## src/rtl/ppu_pkg.sv

```systemverilog
// ppu_pkg: shared definitions for the PPU max-pooling datapath.
//   - default geometry (lanes, lane width, largest window)
//   - qint8_t: signed two's-complement lane value
//   - lane pack/unpack helpers for the default bus geometry
package ppu_pkg;

  localparam int LANES_DEF   = 4;
  localparam int DATA_W_DEF  = 8;
  localparam int WIN_MAX_DEF = 4;
  localparam int BUS_W_DEF   = LANES_DEF * DATA_W_DEF;

  typedef logic signed [DATA_W_DEF-1:0] qint8_t;

  // Lane idx lives at bits [idx*DATA_W +: DATA_W] of the packed bus.
  function automatic qint8_t lane_unpack(input logic [BUS_W_DEF-1:0] bus,
                                         input int idx);
    return qint8_t'(bus[idx*DATA_W_DEF +: DATA_W_DEF]);
  endfunction

  function automatic logic [BUS_W_DEF-1:0] lane_pack(input qint8_t lanes [LANES_DEF]);
    logic [BUS_W_DEF-1:0] bus;
    bus = '0;
    for (int i = 0; i < LANES_DEF; i++) begin
      bus[i*DATA_W_DEF +: DATA_W_DEF] = lanes[i];
    end
    return bus;
  endfunction

endpackage

```

## src/rtl/ppu_pool_lane.sv

```systemverilog
// ppu_pool_lane: one max-pooling lane.
//   Holds the running maximum of the current window and produces the
//   maximum including the beat currently presented.
// Ports:
//   clk, rst  clock, asynchronous active-low reset
//   load      first beat of a window: accumulator restarts from din
//   upd       beat accepted this cycle (accumulator advances)
//   din       signed lane input
//   res       max including din (ReLU-clamped when PPU_POOL_RELU_EN is defined)
// Config macro: PPU_POOL_RELU_EN
module ppu_pool_lane #(
  parameter int DATA_W = 8
) (
  input  logic                     clk,
  input  logic                     rst,
  input  logic                     load,
  input  logic                     upd,
  input  logic signed [DATA_W-1:0] din,
  output logic signed [DATA_W-1:0] res
);

  logic signed [DATA_W-1:0] acc_p0;
  logic signed [DATA_W-1:0] max_v;

  function automatic logic signed [DATA_W-1:0] sat_relu(input logic signed [DATA_W-1:0] v);
    return (v < 0) ? '0 : v;
  endfunction

  // On a tie the accumulator keeps its own value.
  always_comb begin
    max_v = acc_p0;
    if (load)             max_v = din;
    else if (din > acc_p0) max_v = din;
  end

  // stage p0: running maximum
  always_ff @(posedge clk or negedge rst) begin
    if (!rst)     acc_p0 <= '0;
    else if (upd) acc_p0 <= max_v;
  end

`ifdef PPU_POOL_RELU_EN
  assign res = sat_relu(max_v);
`else
  assign res = max_v;
`endif

endmodule

```

## src/rtl/ppu_maxpool_array.sv

```systemverilog
// ppu_maxpool_array: multi-lane signed max-pooling unit with valid/ready
// handshakes on both sides.
//   cfg_en=1: every win_q accepted beats produce one pooled output beat.
//             Accumulation of the next window overlaps a stalled output.
//   cfg_en=0: combinational pass-through, no state updates.
// Ports:
//   clk, rst             clock, asynchronous active-low reset
//   cfg_en, cfg_win      pool enable, window size (sampled at window start)
//   in_valid/in_ready    input handshake, in_data lane-packed
//   out_valid/out_ready  output handshake, out_data lane-packed
//   busy                 partial window held or output register occupied
// Config macro: PPU_POOL_RELU_EN (fused ReLU on pooled results)
module ppu_maxpool_array
  import ppu_pkg::*;
#(
  parameter int LANES   = LANES_DEF,
  parameter int DATA_W  = DATA_W_DEF,
  parameter int WIN_MAX = WIN_MAX_DEF,
  parameter int CNT_W   = $clog2(WIN_MAX + 1)
) (
  input  logic                    clk,
  input  logic                    rst,
  input  logic                    cfg_en,
  input  logic [CNT_W-1:0]        cfg_win,
  input  logic                    in_valid,
  output logic                    in_ready,
  input  logic [LANES*DATA_W-1:0] in_data,
  output logic                    out_valid,
  input  logic                    out_ready,
  output logic [LANES*DATA_W-1:0] out_data,
  output logic                    busy
);

  localparam logic [CNT_W-1:0] ONE_C     = CNT_W'(1);
  localparam logic [CNT_W-1:0] WIN_MAX_C = CNT_W'(WIN_MAX);

  logic [CNT_W-1:0]        cnt_p0;
  logic [CNT_W-1:0]        win_q_p0;
  logic                    ov_p0;
  logic [LANES*DATA_W-1:0] out_q_p0;

  logic [CNT_W-1:0]        eff_win;
  logic [CNT_W-1:0]        win_cur;
  logic                    last_beat;
  logic                    pool_ready;
  logic                    accept;
  logic                    first;
  logic                    fin;
  logic [LANES*DATA_W-1:0] lane_res;

  always_comb begin
    eff_win = cfg_win;
    if (cfg_win == '0)           eff_win = ONE_C;
    else if (cfg_win > WIN_MAX_C) eff_win = WIN_MAX_C;
  end

  // At a window start the beat on the bus decides the window it opens.
  assign win_cur    = (cnt_p0 == '0) ? eff_win : win_q_p0;
  assign last_beat  = (cnt_p0 == (win_cur - ONE_C));
  assign pool_ready = !(ov_p0 && !out_ready && last_beat);
  assign accept     = cfg_en && in_valid && pool_ready;
  assign first      = accept && (cnt_p0 == '0);
  assign fin        = accept && last_beat;

  for (genvar i = 0; i < LANES; i++) begin : g_lane
    ppu_pool_lane #(
      .DATA_W (DATA_W)
    ) u_lane (
      .clk  (clk),
      .rst  (rst),
      .load (first),
      .upd  (accept),
      .din  (in_data[i*DATA_W +: DATA_W]),
      .res  (lane_res[i*DATA_W +: DATA_W])
    );
  end

  // stage p0: window control
  always_ff @(posedge clk or negedge rst) begin
    if (!rst) begin
      cnt_p0   <= '0;
      win_q_p0 <= ONE_C;
      ov_p0    <= 1'b0;
    end else if (!cfg_en) begin
      // Leaving pool mode discards the partial window and pending result.
      cnt_p0 <= '0;
      ov_p0  <= 1'b0;
    end else begin
      if (accept) cnt_p0 <= last_beat ? '0 : cnt_p0 + ONE_C;
      if (first)  win_q_p0 <= eff_win;
      // A refill in the same cycle as a consume keeps the register full.
      if (fin)            ov_p0 <= 1'b1;
      else if (out_ready) ov_p0 <= 1'b0;
    end
  end

  // stage p0: output register
  always_ff @(posedge clk or negedge rst) begin
    if (!rst)     out_q_p0 <= '0;
    else if (fin) out_q_p0 <= lane_res;
  end

  assign out_valid = cfg_en ? ov_p0      : in_valid;
  assign out_data  = cfg_en ? out_q_p0   : in_data;
  assign in_ready  = cfg_en ? pool_ready : out_ready;
  assign busy      = (cnt_p0 != '0) || ov_p0;

endmodule

```

## config.mk

```make
export PLATFORM = sky130hd
export DESIGN_NAME = ppu_maxpool_array
export DESIGN_NICKNAME = d
export VERILOG_FILES = /design/src/rtl/ppu_pkg.sv /design/src/rtl/ppu_pool_lane.sv /design/src/rtl/ppu_maxpool_array.sv
export SDC_FILE = /design/constraint.sdc
export NUM_CORES = 1
export LEC_CHECK = 0
export ABC_CLOCK_PERIOD_IN_PS = 8590
export BUFFER_PORTS_ARGS = -buffer_cell sky130_fd_sc_hd__buf_2
export CAP_MARGIN = 10
export CORE_ASPECT_RATIO = 1.2
export CORE_MARGIN = 2
export CORE_UTILIZATION = 60
export DETAILED_ROUTE_END_ITERATION = 6
export PLACE_DENSITY_LB_ADDON = 0.3
export RECOVER_POWER = 25
export SLEW_MARGIN = 20
export SYNTH_ARGS = -nofsm -noshare
export SYNTH_HDL_FRONTEND = slang
export SYNTH_SLANG_ARGS = --single-unit
```

## constraint.sdc

```tcl
create_clock -name clk -period 8.59 [get_ports clk]
set_input_delay 2.1475 -clock clk [delete_from_list [all_inputs] [get_ports clk]]
set_output_delay 2.1475 -clock clk [all_outputs]
set_load 0.005 [all_outputs]
```

==> metrics.md, run 1 <==
| Metric | Value |
|---|---|
| Number of standard-cell rows in the floorplan | 34 |
| Number of resized instances in the post-cts repair step | 0 |
| Sequential cell fraction of total power | 37.4% |
| Share of total power in combinational logic | between 40% and 50% |
| Total Routed Length | between 10 and 15 mm |
| Initial antenna violation count | 0 |
| Switching share of power | 37.3% |
| Vertical extent of the die | 99.6 µm |
| Setup violations, final | 0 |
| Number of iterations in the first detailed-routing pass | 4 |
| Avg Cell Area, Syn | 9.84 µm² |
| Synth cell count leaders | 70 x sky130_fd_sc_hd__dfrtp_1, 57 x sky130_fd_sc_hd__mux2_2, 45 x sky130_fd_sc_hd__o21ai_0, 38 x sky130_fd_sc_hd__inv_1, 38 x sky130_fd_sc_hd__nand3_1 |
| Starting DRC count in detailed routing | ~260 |
| Share of synthesized flip-flops with an asynchronous set or reset | between 90% and 100% |
| Vias post-DR | around 3.8k |
| Warnings from Yosys | 0 |
| Transition at the pin with the smallest max-transition slack | roughly 3800 ps |
| Post-synthesis instance area | roughly 4600 µm² |
| Horizontal die dimension | 83.6 µm |
| Share of final-layout standard cells stronger than drive strength 1 | 31.1% |
| Share of the core filled with cells in the final layout | 71.1% |
| Run status | finished with violations |
| Number of port buffers | 74 |
| Maximum Capacitance Violations | 1 |
| WL per Instance | 16.6 µm |
| Core outline area | 7320 µm² |
| Final antenna diode count | 0 |
| Synth area leaders | sky130_fd_sc_hd__dfrtp_1 38%, sky130_fd_sc_hd__mux2_2 14%, sky130_fd_sc_hd__ha_1 9.6% |
| Cell type with the highest aggregate area in the netlist | sky130_fd_sc_hd__dfrtp_1 |
| Final standard cell area without fillers | approximately 5200 µm² |
| Starting Density | 62.4% |
| Violated checks | capacitance limit, slew limit |
| Power spent charging and discharging nets | ~0.00055 W |
| Clock power share | 19.9% |
| Clock tree buffer depth | 2 |
| Power density over the cells | 281 nW/µm² |
| Static leakage | 2.37 nW |
| Leading register cell type out of synthesis | sky130_fd_sc_hd__dfrtp_1 |
| Dpl ws | 2540 ps |
| Final Hold Vio Count | 0 |
| Tmin final | 6080 ps |
| Fmax | 0.165 GHz |
| Worst setup path category | in -> out |
| Final weighted congestion of routability-driven global placement | just under 0.9 |
| Worst path setup slack after routing | 2510 ps |
| First-pass GRT wire length | 17.9 mm |
| Inserted Clock Buffers | 9 |
| Critical path capture point type | primary output |
| Total cell area at the placement stage | 5000 µm² |
| Routed vias/inst | around 6.1 |
| Pin count of the biggest net entering global routing | 72 |
| Critical path startpoint category | input pin |
| Number of different library cells in the post-synthesis netlist | 46 |
| Die Outline Area | 8330 µm² |
| Required time at the endpoint of the critical path | 6440 ps |
| Cell with the most instances after synthesis | sky130_fd_sc_hd__dfrtp_1 |
| Master cell of the clock root buffer | sky130_fd_sc_hd__clkbuf_8 |
| Crit path max fanout | 7 |
| Total gr overflow | 0 |
| Synthesized flop and latch total | between 70 and 80 |
| Via count of the first global-routing pass | 3927 |
| Clock input transition at the sequential cells of the worst setup and hold paths | 60 ps |
| Period utilization | 70.7% |
| Post-Syn Instances | 464 |
| Count of clock tree sinks | 71 |
| Int Power | 0.000916 W |
| Area Overhead vs Synth | 13.9% |
| Headroom to the max-slew limit | -156% |
| CTS tree | yes |
| Number of remaining DRC errors | 0 |
| Top-level port count | 75 |
| Count of pins over their slew limit | 72 |
| Sequential cell area fraction in the yosys report | between 30% and 40% |
| Unrepaired setup endpoints after global routing | no |
| H-tree depth | 3 |
| Setup total negative slack | 0 ps |
| Number of flops mapped to enable cells by yosys | 0 |
| Overall track demand over capacity in global routing | 26.2% |
| # nets final | around 610 |
| Arrival time worst endpoint | 3930 ps |
| Number of nets produced by synthesis | 539 |
| Hold Path Class | reg -> reg |
| Maximum resistive drop on vdd | around 0.00019 V |
| Number of nets with antenna violations after detailed routing | 0 |
| Skew-Pair Late Insertion Delay | 340 ps |
| CTS Hold Bufs | 0 |
| DP Wirelength | around 6.9 mm |
| Area fraction of the dominant cell type after synthesis | 38.4% |
| Largest clock skew in the final design | 11.1 ps |
| Buffers inserted by post-CTS timing repair | 0 |
state kept, by name, indices dropped and copies added (netlist names):
name / count
g_lane.u_lane.acc_p0: 32
win_q_p0: 3
ov_p0: 1
out_q_p0: 32
cnt_p0: 3
critical path, cell delays in order:
cell	delay, ps
sky130_fd_sc_hd__buf_2	90
sky130_fd_sc_hd__nand2b_1	160
sky130_fd_sc_hd__and2_1	180
sky130_fd_sc_hd__mux2i_1	140
sky130_fd_sc_hd__ha_1	260
sky130_fd_sc_hd__xnor2_1	130
sky130_fd_sc_hd__a21oi_1	150
sky130_fd_sc_hd__o21ai_2	170
sky130_fd_sc_hd__nor2_1	150
sky130_fd_sc_hd__nand2_1	60
sky130_fd_sc_hd__a21o_1	170
sky130_fd_sc_hd__buf_2	120
stage by stage:
stage / cells / power, W / hold slack [ps]
after global placement: 612 / 0.00113 / 465
after floorplan: 464 / 0.000984 / 446
final: 627 / 0.00146 / 480
after CTS: 627 / 0.00146 / 480
after detailed placement: 612 / 0.00117 / 465
after global routing: 627 / 0.00157 / 500
routing by layer:
layer | wire [µm] | global-route usage [%]
met4 | 163 | 9.68
met5 | 0 | 0
met2 | 5400 | 47.6
met1 | 4390 | 31.6
met3 | 479 | 3.65
cells by family after synthesis:
kind of cell,share of synthesized area [%]
XOR/XNOR,0.767
adder cells (fa/ha/maj),9.59
flip-flops,38.9
AO/OA/AOI/OAI,17.4
buffers and inverters,4.93
multiplexers,16.1
AND/OR/NAND/NOR,12.3
final cells by class:
cell class	count	area, µm²
flip-flops and latches	71	1780
clock inverters	4	70.1
inverters	38	143
clock buffers	11	141
well taps	90	113
multi-input cells	336	2570
fillers	563	2110
repair buffers	77	389
power by group through the flow:
stage | clock network (W) | logic (W) | registers (W)
final | 0.000291 | 0.000624 | 0.000546
after global routing | 0.000307 | 0.000706 | 0.000561
after CTS | 0.000294 | 0.000624 | 0.000544
after detailed placement | 0 | 0.000617 | 0.000549
after global placement | 0 | 0.000593 | 0.000541
after floorplan | 0 | 0.000460 | 0.000524
worst paths after layout:
path	from	endpoint	slack, ps	cells after the start
setup / recovery	cfg_win[0]	in_ready	2510	12
hold / removal	win_q_p0[1]	win_q_p0[1]	480	2
setup reg to reg	cnt_p0[0]	out_q_p0[23]	5030	12
hold reg to reg	win_q_p0[1]	win_q_p0[1]	480	2
max in group asynchronous	rst	win_q_p0[1]	3190	2
min in group asynchronous	rst	out_q_p0[7]	3220	2
placed cells by master (no fill, tap or decap), types with 5 or more instances in the layout:
cell type                  netlist  final
sky130_fd_sc_hd__a21oi_1         8      8
sky130_fd_sc_hd__a31oi_1        32     32
sky130_fd_sc_hd__buf_2           2     74
sky130_fd_sc_hd__clkbuf_8        0     10
sky130_fd_sc_hd__dfrtp_1        70     70
sky130_fd_sc_hd__ha_1           35     35
sky130_fd_sc_hd__inv_1          38     38
sky130_fd_sc_hd__mux2_2         57     57
sky130_fd_sc_hd__mux2i_1         5      5
sky130_fd_sc_hd__nand2_1        16     16
sky130_fd_sc_hd__nand3_1        38     38
sky130_fd_sc_hd__nor2_1         36     36
sky130_fd_sc_hd__nor2b_1         5      5
sky130_fd_sc_hd__o211ai_1        6      6
sky130_fd_sc_hd__o21ai_0        45     45
No activity file was read; power rests on OpenSTA's default activity.
==> run 2: changes to the inputs <==
Settings changed: ABC_CLOCK_PERIOD_IN_PS 8590 to 5490, CORE_UTILIZATION 60 to 52.
Clock period 8.59 ns to 5.49 ns, I/O delays scaled along.
==> metrics.md, run 2 (same netlist as run 1, synthesis figures left out) <==
| Metric | Value |
|---|---|
| Run status | finished with violations |
| Fmax | 0.223 GHz |
| Master cell of the clock root buffer | sky130_fd_sc_hd__clkbuf_8 |
| Routed vias/inst | 5.78 |
| Number of port buffers | 74 |
| Final antenna diode count | 0 |
| Period utilization | between 80% and 90% |
| Inserted Clock Buffers | 9 |
| Via count of the first global-routing pass | approximately 3.7k |
| Maximum resistive drop on vdd | 0.000231 V |
| Maximum Capacitance Violations | 2 |
| First-pass GRT wire length | 17.1 mm |
| Unrepaired setup endpoints after global routing | no |
| Number of resized instances in the post-cts repair step | 0 |
| Worst path most repeated cell | sky130_fd_sc_hd__buf_2 |
| Power density over the cells | around 430 nW/µm² |
| Horizontal die dimension | just under 90 µm |
| Total cell area at the placement stage | between 5000 and 6000 µm² |
| Buffers plus inverters on the worst setup path | 2 |
| Post-layout total power | 0.00227 W |
| Family with the most delay on the worst path | simple AND/OR/NAND/NOR gates |
| R2r worst-path depth | 10 |
| Area Overhead vs Synth | 14.7% |
| H-tree depth | 3 |
| DP Wirelength | 7.16 mm |
| Core outline area | 8560 µm² |
| Commonest cells after routing, fill and taps aside | 73 x sky130_fd_sc_hd__buf_2, 70 x sky130_fd_sc_hd__dfrtp_1, 57 x sky130_fd_sc_hd__mux2_2 |
| Number of cells on the critical path | 12 |
| Final standard cell area without fillers | 5240 µm² |
| Initial antenna violation count | 0 |
| Registers with the highest flip-flop counts | g_lane.u_lane.acc_p0 x32, out_q_p0 x32 |
| Number of remaining DRC errors | 0 |
| Static leakage | 2.37 nW |
| Skew-Pair Late Insertion Delay | 350 ps |
| Vertical extent of the die | 107 µm |
| # nets final | 609 |
| Overall track demand over capacity in global routing | 22.7% |
| WL per Instance | about 16 µm |
| Last element of the critical path | in_ready |
| Most common cell after layout, fill and taps aside | sky130_fd_sc_hd__buf_2 |
| Total Routed Length | 10.4 mm |
| Min Hold Slack | 485 ps |
| Share of final-layout standard cells stronger than drive strength 1 | between 30 and 40% |
| Headroom to the max-slew limit | -31.6% |
| Critical register-to-register path endpoint | out_q_p0[1] |
| Arrival time worst endpoint | 3120 ps |
| Starting Density | 53.3% |
| Setup total negative slack | 0 ps |
| Buffers inserted by post-CTS timing repair | 0 |
| CP startpoint | cfg_win[0] |
| Clock input transition at the sequential cells of the worst setup and hold paths | roughly 70 ps |
| Number of iterations in the first detailed-routing pass | 5 |
| Setup violations, final | 0 |
| CTS Hold Bufs | 0 |
| Die Outline Area | 9550 µm² |
| Critical path startpoint category | input pin |
| Largest clock skew in the final design | 14.1 ps |
| Top-level port count | 75 |
| Vias post-DR | 3793 |
| Tmin final | 4490 ps |
| Count of clock tree sinks | between 70 and 80 |
| CTS tree | yes |
| Required time at the endpoint of the critical path | 4120 ps |
| Worst setup path category | in -> out |
| Starting DRC count in detailed routing | about 170 |
| Reg2reg start | cnt_p0[0] |
| R2R setup slack | 2280 ps |
| Final Hold Vio Count | 0 |
| CP max-delay cell | sky130_fd_sc_hd__ha_1 |
| Hold Path Class | reg -> reg |
| Clock tree buffer depth | 2 |
| Final weighted congestion of routability-driven global placement | 0.808 |
| Number of nets with antenna violations after detailed routing | 0 |
| Total gr overflow | 0 |
| Count of pins over their slew limit | between 70 and 80 |
| Critical path capture point type | primary output |
| Pin count of the biggest net entering global routing | between 40 and 50 |
| Crit path max fanout | 7 |
| Transition at the pin with the smallest max-transition slack | 1970 ps |
| Filler cells | around 760 |
| Max incr delay on CP | about 260 ps |
| Violated checks | capacitance limit, slew limit |
| Crit-path cells | buf_2 > nand2b_1 > and2_1 > mux2i_1 > ha_1 > xnor2_1 > a21oi_1 > o21ai_2 > nor2_1 > nand2_1 > a21o_1 > buf_2 |
| Number of standard-cell rows in the floorplan | 37 |
| Share of the core filled with cells in the final layout | 61.2% |
==> run 2: worst min-delay path: stages (launching register included) <==
cell                      delay (ps)
sky130_fd_sc_hd__dfrtp_1         350
sky130_fd_sc_hd__nand2_1          50
sky130_fd_sc_hd__nand2_1          60
==> run 2: area by class of cell <==
cell class	count	area, µm²	share of cell area (%)
clock buffer	12	135	2.58
clock inverter	4	70.1	1.34
inverter	38	143	2.72
multi-input combinational	336	2570	49.1
sequential	71	1780	33.9
tap	117	146	2.80
timing repair buffer	78	395	7.55
==> run 2: per-stage QoR <==
step	setup slack [ps]	std cells
after global placement	1040	640
after global routing	518	656
after CTS	981	656
final	998	656
after detailed placement	986	640
after floorplan	1340	464
==> run 2: routing by layer <==
metal | global-route usage [%] | wire length [µm] | vias to the layer above
li1 | - | - | 1818
met1 | 28.2 | 4470 | 1879
met2 | 38.3 | 5300 | 85
met3 | 3.93 | 440 | 11
met4 | 8.96 | 154 | 0
met5 | 0 | 0 | -
==> run 2: how the worst min path moves through the flow <==
stage | startpoint | endpoint | slack (ps) | cells after the start
after floorplan | win_q_p0[1] | win_q_p0[1] | 450 | 2
after global placement | win_q_p0[1] | win_q_p0[1] | 460 | 2
after detailed placement | win_q_p0[1] | win_q_p0[1] | 470 | 2
after CTS | win_q_p0[1] | win_q_p0[1] | 490 | 2
after global routing | win_q_p0[1] | win_q_p0[1] | 510 | 2
final | win_q_p0[1] | win_q_p0[1] | 480 | 2
==> run 2: power breakdown <==
| group | internal [W] | switching [W] |
|---|---|---|
| registers | 0.000726 | 0.000121 |
| clock network | 0.000255 | 0.000196 |
| logic | 0.000441 | 0.000528 |
| total | 0.00142 | 0.000846 |
==> run 3: changes to the inputs <==
Settings changed: ABC_CLOCK_PERIOD_IN_PS 5490 to 4600, CORE_UTILIZATION 52 to 57.
Clock period 5.49 ns to 4.6 ns, I/O delays scaled along.
==> metrics.md, run 3 (same netlist as run 1, synthesis figures left out) <==
| Metric | Value |
|---|---|
| Sequential cell fraction of total power | 37.4% |
| Most common cell after layout, fill and taps aside | sky130_fd_sc_hd__buf_2 |
| Starting Density | 59.3% |
| Count of clock tree sinks | between 70 and 80 |
| Number of nets with antenna violations after detailed routing | 0 |
| Final weighted congestion of routability-driven global placement | between 0.8 and 0.9 |
| Tmin final | 4060 ps |
| Setup total negative slack | 0 ps |
| Filler cells | 643 |
| Setup violations, final | 0 |
| Final antenna diode count | 0 |
| Count of pins over their slew limit | 39 |
| Starting DRC count in detailed routing | ~170 |
| Crit path max fanout | 7 |
| Total Routed Length | 10.0 mm |
| Number of iterations in the first detailed-routing pass | 4 |
| Routed vias/inst | 5.92 |
| Number of remaining DRC errors | 0 |
| Inserted Clock Buffers | 9 |
| Skew-Pair Late Insertion Delay | 350 ps |
| Clock power share | 19.7% |
| First-pass GRT wire length | about 17 mm |
| CP startpoint | cfg_win[0] |
| Vertical extent of the die | 102 µm |
| Commonest cells after routing, fill and taps aside | 73 x sky130_fd_sc_hd__buf_2, 70 x sky130_fd_sc_hd__dfrtp_1, 57 x sky130_fd_sc_hd__mux2_2 |
| Static leakage | 2.39 nW |
| Launch instance of the worst min-delay path | win_q_p0[0] |
| Period utilization | 88.3% |
| Share of total power in combinational logic | 42.8% |
| Required time at the endpoint of the critical path | 3450 ps |
| Unrepaired setup endpoints after global routing | no |
| Share of final-layout standard cells stronger than drive strength 1 | between 30% and 40% |
| Total gr overflow | 0 |
| Horizontal die dimension | 85.7 µm |
| Power density over the cells | slightly above 500 nW/µm² |
| Overall track demand over capacity in global routing | 24.0% |
| Total cell area at the placement stage | ~5000 µm² |
| Power spent charging and discharging nets | 0.00101 W |
| Headroom to the max-slew limit | -37.7% |
| Run status | finished with violations |
| Fmax | 0.246 GHz |
| # nets final | 612 |
| Vias post-DR | between 3k and 4k |
| Number of standard-cell rows in the floorplan | 35 |
| Number of resized instances in the post-cts repair step | 0 |
| Worst setup path category | in -> out |
| Top-level port count | 75 |
| Clock tree buffer depth | 2 |
| Maximum resistive drop on vdd | 0.000283 V |
| Switching share of power | 37.2% |
| H-tree depth | 3 |
| DP Wirelength | between 7 and 8 mm |
| Master cell of the clock root buffer | sky130_fd_sc_hd__clkbuf_8 |
| Number of port buffers | 74 |
| Maximum Capacitance Violations | 1 |
| Final standard cell area without fillers | 5240 µm² |
| Clock input transition at the sequential cells of the worst setup and hold paths | 60 ps |
| Initial antenna violation count | 0 |
| WL per Instance | 15.8 µm |
| Critical path capture point type | primary output |
| Final Hold Vio Count | 0 |
| Die Outline Area | 8750 µm² |
| Arrival time worst endpoint | 2910 ps |
| CTS tree | yes |
| Area Overhead vs Synth | 14.8% |
| Core outline area | between 7000 and 8000 µm² |
| Reg2reg start | cnt_p0[0] |
| Largest clock skew in the final design | 12.9 ps |
| Violated checks | capacitance limit, slew limit |
| Transition at the pin with the smallest max-transition slack | about 2100 ps |
| Int Power | 0.00171 W |
| Buffers inserted by post-CTS timing repair | 0 |
| CTS Hold Bufs | 0 |
| Hold Path Class | reg -> reg |
| Registers with the highest flip-flop counts | g_lane.u_lane.acc_p0 x32, out_q_p0 x32 |
| Via count of the first global-routing pass | ~3.6k |
| Pin count of the biggest net entering global routing | 43 |
| Critical path startpoint category | input pin |
## run 3: worst paths after layout
path,to,slack (ps),depth (start not counted)
setup / recovery,in_ready,540,12
hold / removal,win_q_p0[0],480,2
setup reg to reg,out_q_p0[23],1370,12
hold reg to reg,win_q_p0[0],480,2
max in group asynchronous,win_q_p0[1],1610,2
min in group asynchronous,out_q_p0[7],1390,1
## run 3: metal layers
layer | GRT usage (%) | share of wire [%] | wire length (µm) | up-vias
li1 | - | - | - | 1831
met1 | 30.7 | 44 | 4440 | 1851
met2 | 41.2 | 51 | 5070 | 65
met3 | 4.36 | 3.5 | 353 | 9
met4 | 8.06 | 1.3 | 129 | 0
met5 | 0 | 0 | 0 | -
## run 3: area by class of cell
cell class | instances | area (µm²) | area share [%]
Tap cell | 92 | 115 | 2.20
Sequential cell | 71 | 1780 | 33.9
Multi-Input combinational cell | 336 | 2570 | 49.0
Clock buffer | 12 | 135 | 2.58
Clock inverter | 4 | 70.1 | 1.34
Inverter | 38 | 143 | 2.72
Timing Repair Buffer | 81 | 430 | 8.21
## run 3: power by group through the flow
stage | Clock [W] | Sequential [W] | Combinational [W]
after detailed placement | 0 | 0.00103 | 0.00116
after global routing | 0.000573 | 0.00105 | 0.00131
after global placement | 0 | 0.00101 | 0.00112
after floorplan | 0 | 0.000979 | 0.000859
final | 0.000536 | 0.00102 | 0.00116
after CTS | 0.000548 | 0.00101 | 0.00117
## run 3: stage by stage
step	hold WS, ps	utilization [%]	power [W]	setup slack [ps]	std cells
after floorplan	446	-	0.00184	895	464
final	485	68.0	0.00272	539	634
after CTS	487	68.1	0.00273	538	634
after global placement	467	65.4	0.00213	598	618
after global routing	504	68.0	0.00293	427	634
after detailed placement	471	65.4	0.00219	546	618
## run 3: critical path: stages
cell and delay [ps]:
sky130_fd_sc_hd__buf_2 90, sky130_fd_sc_hd__nand2b_1 160, sky130_fd_sc_hd__and2_1 180, sky130_fd_sc_hd__mux2i_1 130, sky130_fd_sc_hd__ha_1 260, sky130_fd_sc_hd__xnor2_1 130
sky130_fd_sc_hd__a21oi_1 150, sky130_fd_sc_hd__o21ai_2 180, sky130_fd_sc_hd__nor2_1 140, sky130_fd_sc_hd__nand2_1 60, sky130_fd_sc_hd__a21o_1 160, sky130_fd_sc_hd__buf_2 120
